## src/rtl/bcd_serial_adder_ctrl_if.sv

```systemverilog
// Handshake bundle for the digit-serial BCD adder: operand request channel
// in, result channel out. "slave" is the adder's view, "master" the environment's.
interface bcd_serial_adder_ctrl_if #(
    parameter int DIGITS = 4
);
    logic                  in_valid;
    logic                  in_ready;
    logic [4*DIGITS-1:0]   addend;
    logic [4*DIGITS-1:0]   augend;
    logic                  carry_in;
    logic                  out_valid;
    logic                  out_ready;
    logic [4*DIGITS-1:0]   sum;
    logic                  output_carry;
    logic                  digit_err;

    modport master (
        output in_valid, addend, augend, carry_in, out_ready,
        input  in_ready, out_valid, sum, output_carry, digit_err
    );

    modport slave (
        input  in_valid, addend, augend, carry_in, out_ready,
        output in_ready, out_valid, sum, output_carry, digit_err
    );
endinterface

```

## src/rtl/bcd_serial_adder_ctrl.sv

```systemverilog
// Digit-serial packed-BCD adder: one 4-bit add + 6-correction stage reused
// over DIGITS digits, LSD first, between valid/ready operand and result channels.
module bcd_serial_adder_ctrl #(
    parameter int DIGITS = 4
) (
    input  logic                        clk,
    input  logic                        rst,
    bcd_serial_adder_ctrl_if.slave      bus
);
    localparam int IDXW = (DIGITS > 1) ? $clog2(DIGITS) : 1;
    localparam int W    = 4 * DIGITS;

    typedef enum logic [1:0] {IDLE, RUN, DONE} state_t;

    state_t            state_q, state_d;
    logic [IDXW-1:0]   idx_q, idx_d;
    logic              carry_q, carry_d;
    logic [W-1:0]      opa_q, opa_d;
    logic [W-1:0]      opb_q, opb_d;
    logic [W-1:0]      sum_q, sum_d;
    logic              ocarry_q, ocarry_d;
    logic              err_q, err_d;
    logic              in_ready_q, in_ready_d;
    logic              out_valid_q, out_valid_d;

    logic [3:0]        dig_a;
    logic [3:0]        dig_b;
    logic [4:0]        dig_t;
    logic [3:0]        dig_sum;
    logic              dig_carry;
    logic              last_digit;

    // Shared single-digit decimal add stage, indexed by the current digit.
    always_comb begin
        dig_a      = opa_q[4*int'(idx_q) +: 4];
        dig_b      = opb_q[4*int'(idx_q) +: 4];
        dig_t      = {1'b0, dig_a} + {1'b0, dig_b} + {4'b0000, carry_q};
        dig_carry  = (dig_t > 5'd9);
        dig_sum    = dig_carry ? 4'(dig_t + 5'd6) : dig_t[3:0];
        last_digit = (idx_q == IDXW'(DIGITS - 1));
    end

    always_comb begin
        state_d     = state_q;
        idx_d       = idx_q;
        carry_d     = carry_q;
        opa_d       = opa_q;
        opb_d       = opb_q;
        sum_d       = sum_q;
        ocarry_d    = ocarry_q;
        err_d       = err_q;
        in_ready_d  = in_ready_q;
        out_valid_d = out_valid_q;

        case (state_q)
            IDLE: begin
                if (bus.in_valid && in_ready_q) begin
                    opa_d      = bus.addend;
                    opb_d      = bus.augend;
                    idx_d      = '0;
                    carry_d    = bus.carry_in;
                    err_d      = 1'b0;
                    sum_d      = '0;
                    in_ready_d = 1'b0;
                    state_d    = RUN;
                end
            end
            RUN: begin
                sum_d[4*int'(idx_q) +: 4] = dig_sum;
                carry_d = dig_carry;
                if ((dig_a > 4'd9) || (dig_b > 4'd9)) begin
                    err_d = 1'b1;
                end
                if (last_digit) begin
                    ocarry_d    = dig_carry;
                    out_valid_d = 1'b1;
                    state_d     = DONE;
                end else begin
                    idx_d = idx_q + 1'b1;
                end
            end
            DONE: begin
                if (bus.out_ready) begin
                    out_valid_d = 1'b0;
                    in_ready_d  = 1'b1;
                    state_d     = IDLE;
                end
            end
            default: begin
                out_valid_d = 1'b0;
                in_ready_d  = 1'b1;
                state_d     = IDLE;
            end
        endcase
    end

    // Handshake outputs are registered alongside the state so they never glitch.
    always_ff @(posedge clk) begin
        if (rst) begin
            state_q     <= IDLE;
            idx_q       <= '0;
            carry_q     <= 1'b0;
            opa_q       <= '0;
            opb_q       <= '0;
            sum_q       <= '0;
            ocarry_q    <= 1'b0;
            err_q       <= 1'b0;
            in_ready_q  <= 1'b1;
            out_valid_q <= 1'b0;
        end else begin
            state_q     <= state_d;
            idx_q       <= idx_d;
            carry_q     <= carry_d;
            opa_q       <= opa_d;
            opb_q       <= opb_d;
            sum_q       <= sum_d;
            ocarry_q    <= ocarry_d;
            err_q       <= err_d;
            in_ready_q  <= in_ready_d;
            out_valid_q <= out_valid_d;
        end
    end

    assign bus.in_ready     = in_ready_q;
    assign bus.out_valid    = out_valid_q;
    assign bus.sum          = sum_q;
    assign bus.output_carry = ocarry_q;
    assign bus.digit_err    = err_q;
endmodule

```

## src/flat_wrapper.sv

```systemverilog
// flat-port wrapper written by rule: the top's interface ports become plain ports
module bcd_serial_adder_ctrl_flat 
#(
    parameter int DIGITS = 4
)
  (clk, rst, bus_in_valid, bus_addend, bus_augend, bus_carry_in, bus_out_ready, bus_in_ready, bus_out_valid, bus_sum, bus_output_carry, bus_digit_err);
  bcd_serial_adder_ctrl_if #(.DIGITS(DIGITS)) bus_i ();
  input  logic clk;
  input  logic rst;
  input wire logic [$bits(bus_i.in_valid)-1:0] bus_in_valid;
  input wire logic [$bits(bus_i.addend)-1:0] bus_addend;
  input wire logic [$bits(bus_i.augend)-1:0] bus_augend;
  input wire logic [$bits(bus_i.carry_in)-1:0] bus_carry_in;
  input wire logic [$bits(bus_i.out_ready)-1:0] bus_out_ready;
  output wire logic [$bits(bus_i.in_ready)-1:0] bus_in_ready;
  output wire logic [$bits(bus_i.out_valid)-1:0] bus_out_valid;
  output wire logic [$bits(bus_i.sum)-1:0] bus_sum;
  output wire logic [$bits(bus_i.output_carry)-1:0] bus_output_carry;
  output wire logic [$bits(bus_i.digit_err)-1:0] bus_digit_err;
  assign bus_i.in_valid = bus_in_valid;
  assign bus_i.addend = bus_addend;
  assign bus_i.augend = bus_augend;
  assign bus_i.carry_in = bus_carry_in;
  assign bus_i.out_ready = bus_out_ready;
  assign bus_in_ready = bus_i.in_ready;
  assign bus_out_valid = bus_i.out_valid;
  assign bus_sum = bus_i.sum;
  assign bus_output_carry = bus_i.output_carry;
  assign bus_digit_err = bus_i.digit_err;
  bcd_serial_adder_ctrl #(.DIGITS(DIGITS)) u_core (.clk(clk), .rst(rst), .bus(bus_i));
endmodule
```

## config.mk

```make
export PLATFORM = sky130hd
export DESIGN_NAME = bcd_serial_adder_ctrl_flat
export DESIGN_NICKNAME = d
export VERILOG_FILES = /design/src/rtl/bcd_serial_adder_ctrl_if.sv /design/src/rtl/bcd_serial_adder_ctrl.sv /design/src/flat_wrapper.sv
export SDC_FILE = /design/constraint.sdc
export NUM_CORES = 1
export LEC_CHECK = 0
export ABC_AREA = 1
export BUFFER_PORTS_ARGS = -buffer_cell sky130_fd_sc_hd__buf_2
export CAP_MARGIN = 10
export CORE_MARGIN = 1.5
export CORE_UTILIZATION = 50
export CTS_CLUSTER_SIZE = 20
export DETAILED_ROUTE_END_ITERATION = 7
export GPL_ROUTABILITY_DRIVEN = 0
export PLACE_DENSITY = 0.72
export SKIP_LAST_GASP = 1
export SYNTH_ARGS = -nofsm -noshare
export SYNTH_HDL_FRONTEND = slang
export SYNTH_SLANG_ARGS = --single-unit
```

## constraint.sdc

```tcl
create_clock -name clk -period 3.92 [get_ports clk]
set_clock_uncertainty 0.15 [all_clocks]
set_input_delay 1.176 -clock clk [delete_from_list [all_inputs] [get_ports clk]]
set_output_delay 1.176 -clock clk [all_outputs]
set_load 0.1 [all_outputs]
```

==> metrics.txt <==
status=finished, final reports clean; FMAX=288.5 MHz; Initial DRT Pass Iterations=4; global-route wire length before repair=10920 um; clock tree sinks=57; HPWL after detailed placement=4491 um; initial antenna violation count=0; CTS tree=done; Post-Synthesis Cells=386; largest net degree at the start of global routing=35; clock-pin slew on the worst setup and hold paths=0.07 ns; Cell Rows=27; leakage=1.525 nW; Avg Cell Area, Syn=7.261 sq um; WP data arrival=3.54 ns; Synth cell types=33; Comb pwr share=33.2%; Final period util=88.43%; switching part of the total=36.92%; CTS buffer count=9; Setup CP Type=register to register; nets@finish=486; Setup Viol. Count Final=0; fin util=60.84%; Vias=2614; Req. time, crit path=3.99 ns; number of global-route vias before repair=2517; Post-Route WL=6370 um; Die Area=6064 sq um; CP Capture Type=register; DR vias/cell=5.066; Setup TNS Final=0 ns; yosys warns=0; clock power share=32.7%; placed cell count=500; Post-Layout Cell Count=516; post_cts resized=0; CTS H-tree lvls=3; Hold Fails Final Rpt=0; WL/cell=12.34 um; Worst-Skew Late Latency=0.35 ns; Tightest Pin Transition=0.7995 ns; Max-slew headroom=46.64%; IO buf count=56; internal power=0.001221 W; share of layout cells above drive strength 1=22.30%; DR iter-0 viols=95; Pwr Density=581.2 nW/um^2; post-synthesis sequential area ratio=40.71%; synthesized area=2803 sq um; gr ovfl total=0; Crit Path Max Fanout=14; Synth Register Bits=57; sequential share of power=34.1%; RSZ-0062 raised after global routing=false; CP startpoint kind=register; DRC Markers=0; Initial Util=51.21%; hold crit path type=register to register; root buffer cell=clkbuf_8; Ports=57; Post-DRT Antenna Nets=0; maxcap violations=0; Longest Clk Path Bufs=2; core area=5473 sq um; area grow syn2layout=18.79%; Die Ht=77.87 um; number of antenna diodes=0; Pins Over Slew Limit=0; minimum clock period=3.467 ns; Total GRT Usage=22.97%; Post-CTS Hold Buffers=0; Die Wd=77.87 um; peak supply drop=0.2654 mV; Syn Nets=433; Post-CTS Setup Repair Bufs=0; P_sw=0.0007143 W
## power by group through the flow
stage / sequential [W] / clock (W) / combinational (W)
after detailed placement: 0.000672 / 0 / 0.000637
after CTS: 0.000659 / 0.000642 / 0.000642
after global routing: 0.000665 / 0.000667 / 0.000716
final: 0.000660 / 0.000632 / 0.000643
after floorplan: 0.000714 / 0 / 0.000475
after global placement: 0.000672 / 0 / 0.000621
## layer usage
metal | routed length (um) | track usage, %
met4 | 174 | 14.00
met2 | 2937 | 37.39
met1 | 2970 | 27.35
met5 | 0 | 0
met3 | 287 | 5.176
## through the flow
step	power, W	instance area (sq um)	worst slack (ns)	hold slack [ns]
after floorplan	0.001189	2803	0.8253	0.2739
after CTS	0.001944	3329	0.4645	0.3057
after detailed placement	0.001309	3100	0.5364	0.2964
final	0.001935	3329	0.4534	0.3018
after global placement	0.001294	3100	0.6754	0.2939
after global routing	0.002047	3329	0.2331	0.3283
## Yosys cell counts (all sizes together)
| library cell | number | area share, % |
|---|---|---|
| a211oi | 2 | 0.54 |
| a21o | 1 | 0.27 |
| a21oi | 32 | 6.0 |
| a31oi | 1 | 0.22 |
| a32o | 1 | 0.36 |
| buf | 12 | 2.9 |
| clkbuf | 6 | 0.80 |
| dfxtp | 57 | 41 |
| fa | 2 | 1.4 |
| ha | 8 | 3.6 |
| inv | 41 | 5.6 |
| nand2 | 60 | 8.9 |
| nand3 | 18 | 3.6 |
| nand3b | 1 | 0.27 |
| nand4 | 6 | 1.3 |
| nor2 | 79 | 11 |
| nor3 | 3 | 0.71 |
| nor4 | 2 | 1.5 |
| o21ai | 50 | 8.9 |
| o21bai | 1 | 0.27 |
| o22ai | 3 | 0.67 |
## logic make-up (layout without fill, tap and decap cells)
| kind of cell | after synthesis | in the layout | share of synthesized area, % |
|---|---|---|---|
| AND/OR/NAND/NOR | 169 | 169 | 27.81 |
| AO/OA/AOI/OAI | 91 | 91 | 17.23 |
| buffers and inverters | 59 | 117 | 9.241 |
| flip-flops | 57 | 57 | 40.71 |
| adder cells (fa/ha/maj) | 10 | 10 | 5.000 |
## critical path, cell delays in order (launching register included)
cell and delay (ns):
dfxtp_1 0.60, inv_1 0.25, o21ai_0 0.13, o22ai_1 0.11, fa_1 0.47, fa_1 0.55
inv_1 0.08, ha_1 0.19, inv_1 0.08, nor2_1 0.05, a21oi_2 0.11, nand2_2 0.09
nand2_4 0.10, nand2_2 0.07, nand4_1 0.09, nor2_1 0.06, nor2_1 0.11, nor2_1 0.05
## layout make-up
class / count / area, sq um
multi-input cells: 270 / 1403
clock inverters: 5 / 77.57
clock buffers: 11 / 151.4
inverters: 41 / 156.4
repair buffers: 60 / 310.3
flip-flops and latches: 57 / 1141
fillers: 532 / 2143
well taps: 72 / 90.09
## sequential cells by signal (all words and copies together) (netlist names)
register / count
u_core.bus.out_valid: 1
u_core.opb_q: 16
u_core.idx_q: 2
u_core.bus.in_ready: 1
u_core.state_q: 2
u_core.bus.digit_err: 1
u_core.carry_q: 1
u_core.bus.sum: 16
u_core.bus.output_carry: 1
u_core.opa_q: 16
## placed cells by master (no fill, tap or decap), types with 2 or more instances in the layout
| cell | instances |
|---|---|
| fa_1 | 2 |
| buf_4 | 4 |
| o21ai_0 | 48 |
| clkbuf_8 | 11 |
| a21oi_1 | 30 |
| dfxtp_1 | 57 |
| nand2_2 | 7 |
| ha_1 | 8 |
| inv_1 | 37 |
| clkinv_2 | 2 |
| a211oi_1 | 2 |
| buf_2 | 56 |
| o22ai_1 | 3 |
| nor3_1 | 2 |
| nand3_1 | 16 |
| nand2_1 | 52 |
| nor2_1 | 75 |
| nor4_4 | 2 |
| nor2_4 | 3 |
| nand3_2 | 2 |
| inv_2 | 3 |
| o21ai_1 | 2 |
| nand4_1 | 6 |
| bufinv_16 | 2 |
| a21oi_2 | 2 |
## path summary, 6_finish.rpt
kind | startpoint | endpoint | slack [ns] | cells after the start
setup / recovery | u_core.idx_q[1] | u_core.bus.sum[7] | 0.45 | 17
hold reg to reg | u_core.opb_q[2] | u_core.opb_q[2] | 0.30 | 2
setup reg to reg | u_core.idx_q[1] | u_core.bus.sum[7] | 0.45 | 17
hold / removal | u_core.opb_q[2] | u_core.opb_q[2] | 0.30 | 2
Note: power is estimated with default switching activity, not from simulation.
